$ cat src/rtl/mem_arb_pkg.sv
// mem_arb_pkg: shared types for the CPU/DMA memory port arbiter
package mem_arb_pkg;
  localparam int XLEN_P   = 32;
  localparam int ADDR_W_P = 32;
  typedef enum logic {ARB_CPU_PRI, ARB_DMA_FORCE} arb_state_t;
  typedef enum logic [1:0] {OWN_NONE, OWN_CPU, OWN_DMA} rd_owner_t;
  typedef struct packed {
    logic                we;
    logic [ADDR_W_P-1:0] addr;
    logic [XLEN_P-1:0]   wdata;
    logic [3:0]          wstrb;
  } mem_req_t;
endpackage

$ cat src/rtl/arb_starve_ctr.sv
// arb_starve_ctr: DMA wait counter, starvation limit compare and saturating forced-grant counter
//   i_dma_req/i_dma_gnt : DMA request and grant this cycle
//   i_force_gnt         : a grant issued while the arbiter is forcing DMA
//   o_limit_hit         : wait count reaches the limit at this edge
//   o_starve_events     : saturating count of forced grants
module arb_starve_ctr #(
  parameter int STARVE_LIMIT = 4
) (
  input  logic        clk,
  input  logic        rst,
  input  logic        i_dma_req,
  input  logic        i_dma_gnt,
  input  logic        i_force_gnt,
  output logic        o_limit_hit,
  output logic [15:0] o_starve_events
);
  logic [3:0]  r_wait_cnt;
  logic [3:0]  w_wait_nxt;
  logic [15:0] r_starve;
  always_comb w_wait_nxt = (!i_dma_req || i_dma_gnt) ? 4'd0 :
                           (r_wait_cnt == 4'hF) ? r_wait_cnt : r_wait_cnt + 4'd1;
  // Compare the post-edge count so the forced grant lands right after the limit-th loss
  assign o_limit_hit     = w_wait_nxt == 4'(STARVE_LIMIT);
  assign o_starve_events = r_starve;
  always_ff @(posedge clk) begin
    if (rst) begin
      r_wait_cnt <= '0;
      r_starve   <= '0;
    end else begin
      r_wait_cnt <= w_wait_nxt;
      if (i_force_gnt && r_starve != 16'hFFFF) r_starve <= r_starve + 16'd1;
    end
  end
endmodule

$ cat src/rtl/mem_port_arbiter.sv
// mem_port_arbiter: CPU-priority arbiter for a single-ported RAM with bounded DMA starvation
//   cpu_*/dma_* : request/payload in, grant and routed read response out
//   mem_*       : winner's access to the RAM, mem_rdata returns one cycle after a read
//   starve_events : saturating count of forced DMA grants
module mem_port_arbiter
  import mem_arb_pkg::*;
#(
  parameter int XLEN         = 32,
  parameter int ADDR_W       = 32,
  parameter int STARVE_LIMIT = 4
) (
  input  logic              clk,
  input  logic              rst,
  input  logic              cpu_req,
  input  logic              cpu_we,
  input  logic [ADDR_W-1:0] cpu_addr,
  input  logic [XLEN-1:0]   cpu_wdata,
  input  logic [3:0]        cpu_wstrb,
  output logic              cpu_gnt,
  output logic              cpu_rvalid,
  output logic [XLEN-1:0]   cpu_rdata,
  input  logic              dma_req,
  input  logic              dma_we,
  input  logic [ADDR_W-1:0] dma_addr,
  input  logic [XLEN-1:0]   dma_wdata,
  input  logic [3:0]        dma_wstrb,
  output logic              dma_gnt,
  output logic              dma_rvalid,
  output logic [XLEN-1:0]   dma_rdata,
  output logic              mem_en,
  output logic              mem_we,
  output logic [ADDR_W-1:0] mem_addr,
  output logic [XLEN-1:0]   mem_wdata,
  output logic [3:0]        mem_wstrb,
  input  logic [XLEN-1:0]   mem_rdata,
  output logic [15:0]       starve_events
);
  arb_state_t r_state, w_state_nxt;
  rd_owner_t  r_rd_owner;
  mem_req_t   w_cpu, w_dma, w_win;
  logic       w_force, w_limit_hit;
  assign w_cpu = '{we: cpu_we, addr: cpu_addr, wdata: cpu_wdata, wstrb: cpu_wstrb};
  assign w_dma = '{we: dma_we, addr: dma_addr, wdata: dma_wdata, wstrb: dma_wstrb};
  always_ff @(posedge clk) begin
    if (rst) r_state <= ARB_CPU_PRI;
    else r_state <= w_state_nxt;
  end
  // The forced state always lasts one cycle, whether or not DMA still requests
  always_comb w_state_nxt = (r_state == ARB_CPU_PRI && w_limit_hit) ? ARB_DMA_FORCE : ARB_CPU_PRI;
  always_comb begin
    w_force = r_state == ARB_DMA_FORCE;
    dma_gnt = dma_req && (w_force || !cpu_req);
    cpu_gnt = cpu_req && !dma_gnt;
  end
  assign w_win     = cpu_gnt ? w_cpu : dma_gnt ? w_dma : '0;
  assign mem_en    = cpu_gnt | dma_gnt;
  assign mem_we    = w_win.we;
  assign mem_addr  = {w_win.addr[ADDR_W-1:2], 2'b00};
  assign mem_wdata = w_win.wdata;
  assign mem_wstrb = w_win.wstrb;
  always_ff @(posedge clk) begin
    if (rst) r_rd_owner <= OWN_NONE;
    else r_rd_owner <= (mem_en && !mem_we) ? (cpu_gnt ? OWN_CPU : OWN_DMA) : OWN_NONE;
  end
  assign cpu_rvalid = r_rd_owner == OWN_CPU;
  assign dma_rvalid = r_rd_owner == OWN_DMA;
  assign cpu_rdata  = cpu_rvalid ? mem_rdata : '0;
  assign dma_rdata  = dma_rvalid ? mem_rdata : '0;
  arb_starve_ctr #(.STARVE_LIMIT(STARVE_LIMIT)) u_starve (
    .clk             (clk),
    .rst             (rst),
    .i_dma_req       (dma_req),
    .i_dma_gnt       (dma_gnt),
    .i_force_gnt     (w_force && dma_gnt),
    .o_limit_hit     (w_limit_hit),
    .o_starve_events (starve_events)
  );
endmodule

$ cat config.mk
export PLATFORM = sky130hd
export DESIGN_NAME = mem_port_arbiter
export DESIGN_NICKNAME = d
export VERILOG_FILES = /design/src/rtl/mem_arb_pkg.sv /design/src/rtl/arb_starve_ctr.sv /design/src/rtl/mem_port_arbiter.sv
export SDC_FILE = /design/constraint.sdc
export NUM_CORES = 1
export LEC_CHECK = 0
export CAP_MARGIN = 25
export CORE_AREA = 8 8 120 122
export CTS_BUF_LIST = sky130_fd_sc_hd__clkbuf_4
export DETAILED_ROUTE_END_ITERATION = 12
export DIE_AREA = 0 0 128 130
export MAX_ROUTING_LAYER = met4
export PLACE_DENSITY = 0.66
export SLEW_MARGIN = 15
export SYNTH_ARGS = -nofsm -noshare
export SYNTH_HDL_FRONTEND = slang
export SYNTH_HIERARCHICAL = 1
export SYNTH_SLANG_ARGS = --single-unit
$ cat constraint.sdc
create_clock -name clk -period 2.3 [get_ports clk]
set_input_delay 0.345 -clock clk [delete_from_list [all_inputs] [get_ports clk]]
set_output_delay 0.345 -clock clk [all_outputs]
set_load 0.02 [all_outputs]
==> results.txt <==
Inst Count DP: 783
Area leader, netlist: a32o_1
Critical R2R Launch: u_starve/o_starve_events[8]
Worst setup path start: cpu_req
Final Hold Fails: 0
RSZ-0062 raised after global routing: false
Vias in the first global route: 3,854
H-tree depth: 1
Main synth FF type: dfxtp_1
Core area: 12,400 um2
Status: finished clean
First-pass GRT wire length: 22,900 um
Maximum VDD drop: 0.000155 V
CP Launch Type: input port
Layout Skew: 23.2 ps
Die height: 130 um
Tightest Pin Transition: 571 ps
CP endpoint kind: primary output
Post-DP HPWL: 14,200 um
Vias per std cell: 4.74
Total track usage: 18.1%
Starting Density: 19.4%
Crit path kind: input port to primary output
Yosys warns: 6
EDFF count, synth: 0
Period utilization: 96.8%
Pins Over Slew Limit: 0
Synthesis-to-finish area growth: 142%
Antenna violations before repair: 0
Fmax: 0.449 GHz
Drt first pass iters: 4
Placer Congestion: 0.859
Mean post-synth cell area: 7.95 um2
Wire length per cell: 20.5 um
Final hold slack: 478 ps
P_leak: 0.00226 uW
Max Cap Viol: 0
Clock root buffer: clkbuf_4
Share of cells above drive strength 1: 7.32%
Die span in x: 128 um
Detailed-route DRC error count: 0
Max FO, Critical Path: 35
Die footprint: 16,600 um2
Final min period: 2230 ps
Largest net degree at the start of global routing: 36
Total CTS buffers: 3
Cell variety after synth: 41
Setup TNS: 0 ps
Antenna diodes: 0
CTS tree: yes
Nets: 792
Final WL: 16,100 um
Port buffer count: 321
Rows: 41
Dominant cells by area after synthesis: a32o_1 28%, dfxtp_1 19%, and2_1 17%
Hold_sp: dma_req
Critical Path RT: 1960 ps
Post-synth ARST share: 0%
Type of the worst min-delay path: input port to flop
Gate Count Post-Synth: 302
Number of synthesized register bits: 23
Commonest cells post-synth: 67 x a32o_1, 67 x and2_1, 23 x dfxtp_1
Clock Latency Late Sink: 320 ps
Final setup violation count: 0
Worst endpoint data arrival time: 1880 ps
Finished Layout Cells: 787
Cell Pwr Density: 254 nW/um2
Synthesized area: 2400 um2
Ports: 328
DRT iter0 DRCs: 137
Slew HR: 61.6%
Detail Route Antenna Nets: 0
Total Power: 1480 uW
Via count: 3,728
Clock slew at reported path FFs: 120 ps
Sequential cell area fraction in the yosys report: 19.2%
Synth top area share: 27.9%
Buffer count from post-CTS setup fixing: 0
Congestion Overflow GR: 0
Clk sinks: 23
Clock Path Buffers: 2
[flip-flops by register name, summed over array words and instances, names as in the netlist]
signal and count:
r_rd_owner 2, r_state 1, u_starve/o_starve_events 16, u_starve/r_wait_cnt 4
[timing repair]
| action | in CTS | in global routing |
|---|---|---|
| gates cloned | 0 | 0 |
| hold buffers | 0 | 0 |
| pin swaps | 0 | 0 |
| resized for setup | 59 | 1 |
| endpoints found under the setup margin | 59 | 19 |
| endpoints found under the hold margin | 0 | 0 |
[critical path, stage by stage]
cell	delay, ps
clkdlybuf4s50_1	490
buf_4	120
nand2b_2	100
buf_12	190
buf_4	170
a32o_1	280
buf_4	170
[routing by layer]
layer	wire length, um	global-route usage [%]	share of wire (%)
met5	0	-	0
met4	85	1.82	0.53
met3	1240	3.84	7.7
met2	9010	35.4	56
met1	5800	18.8	36
[cell type report]
class	instances	area [um2]
clock buffers	3	22.5
fillers	1234	6600
multi-input cells	240	1760
flip-flops and latches	23	460
clock inverters	1	5.00
well taps	172	215
inverters	6	22.5
repair buffers	342	3330
[stage by stage]
step | area, um2 | util [%] | worst slack (ps)
after floorplan | 2410 | - | 262
after global placement | 5860 | 47.2 | -182
after detailed placement | 5860 | 47.2 | -199
after CTS | 5810 | 46.8 | 58.5
after global routing | 5820 | 46.9 | 5.81
final | 5820 | 46.9 | 72.9
[layout by cell type, fill, tap and decap left out, types with 4 or more instances in the layout]
cell type	synthesis	routed
a21oi_1	7	7
a32o_1	67	67
and2_1	67	67
buf_12	0	5
buf_4	4	25
clkdlybuf4s50_1	0	251
dfxtp_1	23	23
dlygate4sd2_1	0	59
inv_1	6	6
mux2_2	4	4
nand2_1	12	12
nand3_1	7	7
nor2_1	11	11
nor2b_1	8	8
nor3_1	7	7
nor3b_1	5	5
o21ai_0	6	6
[cell families after synthesis]
kind of cell,synth area share [%]
and+or+nand+nor,33.5
AOI/OAI and AO/OA,34.8
buffers and inverters,8.18
DFF,19.2
muxes,2.71
adders and majority gates,1.04
other,0.156
xor gates and xnor gates,0.365
[path summary, 6_finish.rpt]
path	endpoint	slack (ps)	cells past startpoint
worst min register to register	u_starve/o_starve_events[1]	520	2
worst min-delay path	u_starve/r_wait_cnt[0]	480	3
worst max-delay path	mem_wdata[2]	70	7
worst max register to register	u_starve/o_starve_events[15]	250	4
[power breakdown]
part	total (uW)	switching (uW)	internal (uW)
clock network	191	126	64.9
logic	884	391	494
registers	403	2.42	401
total	1480	519	960
(Power assumes the default switching activity.)
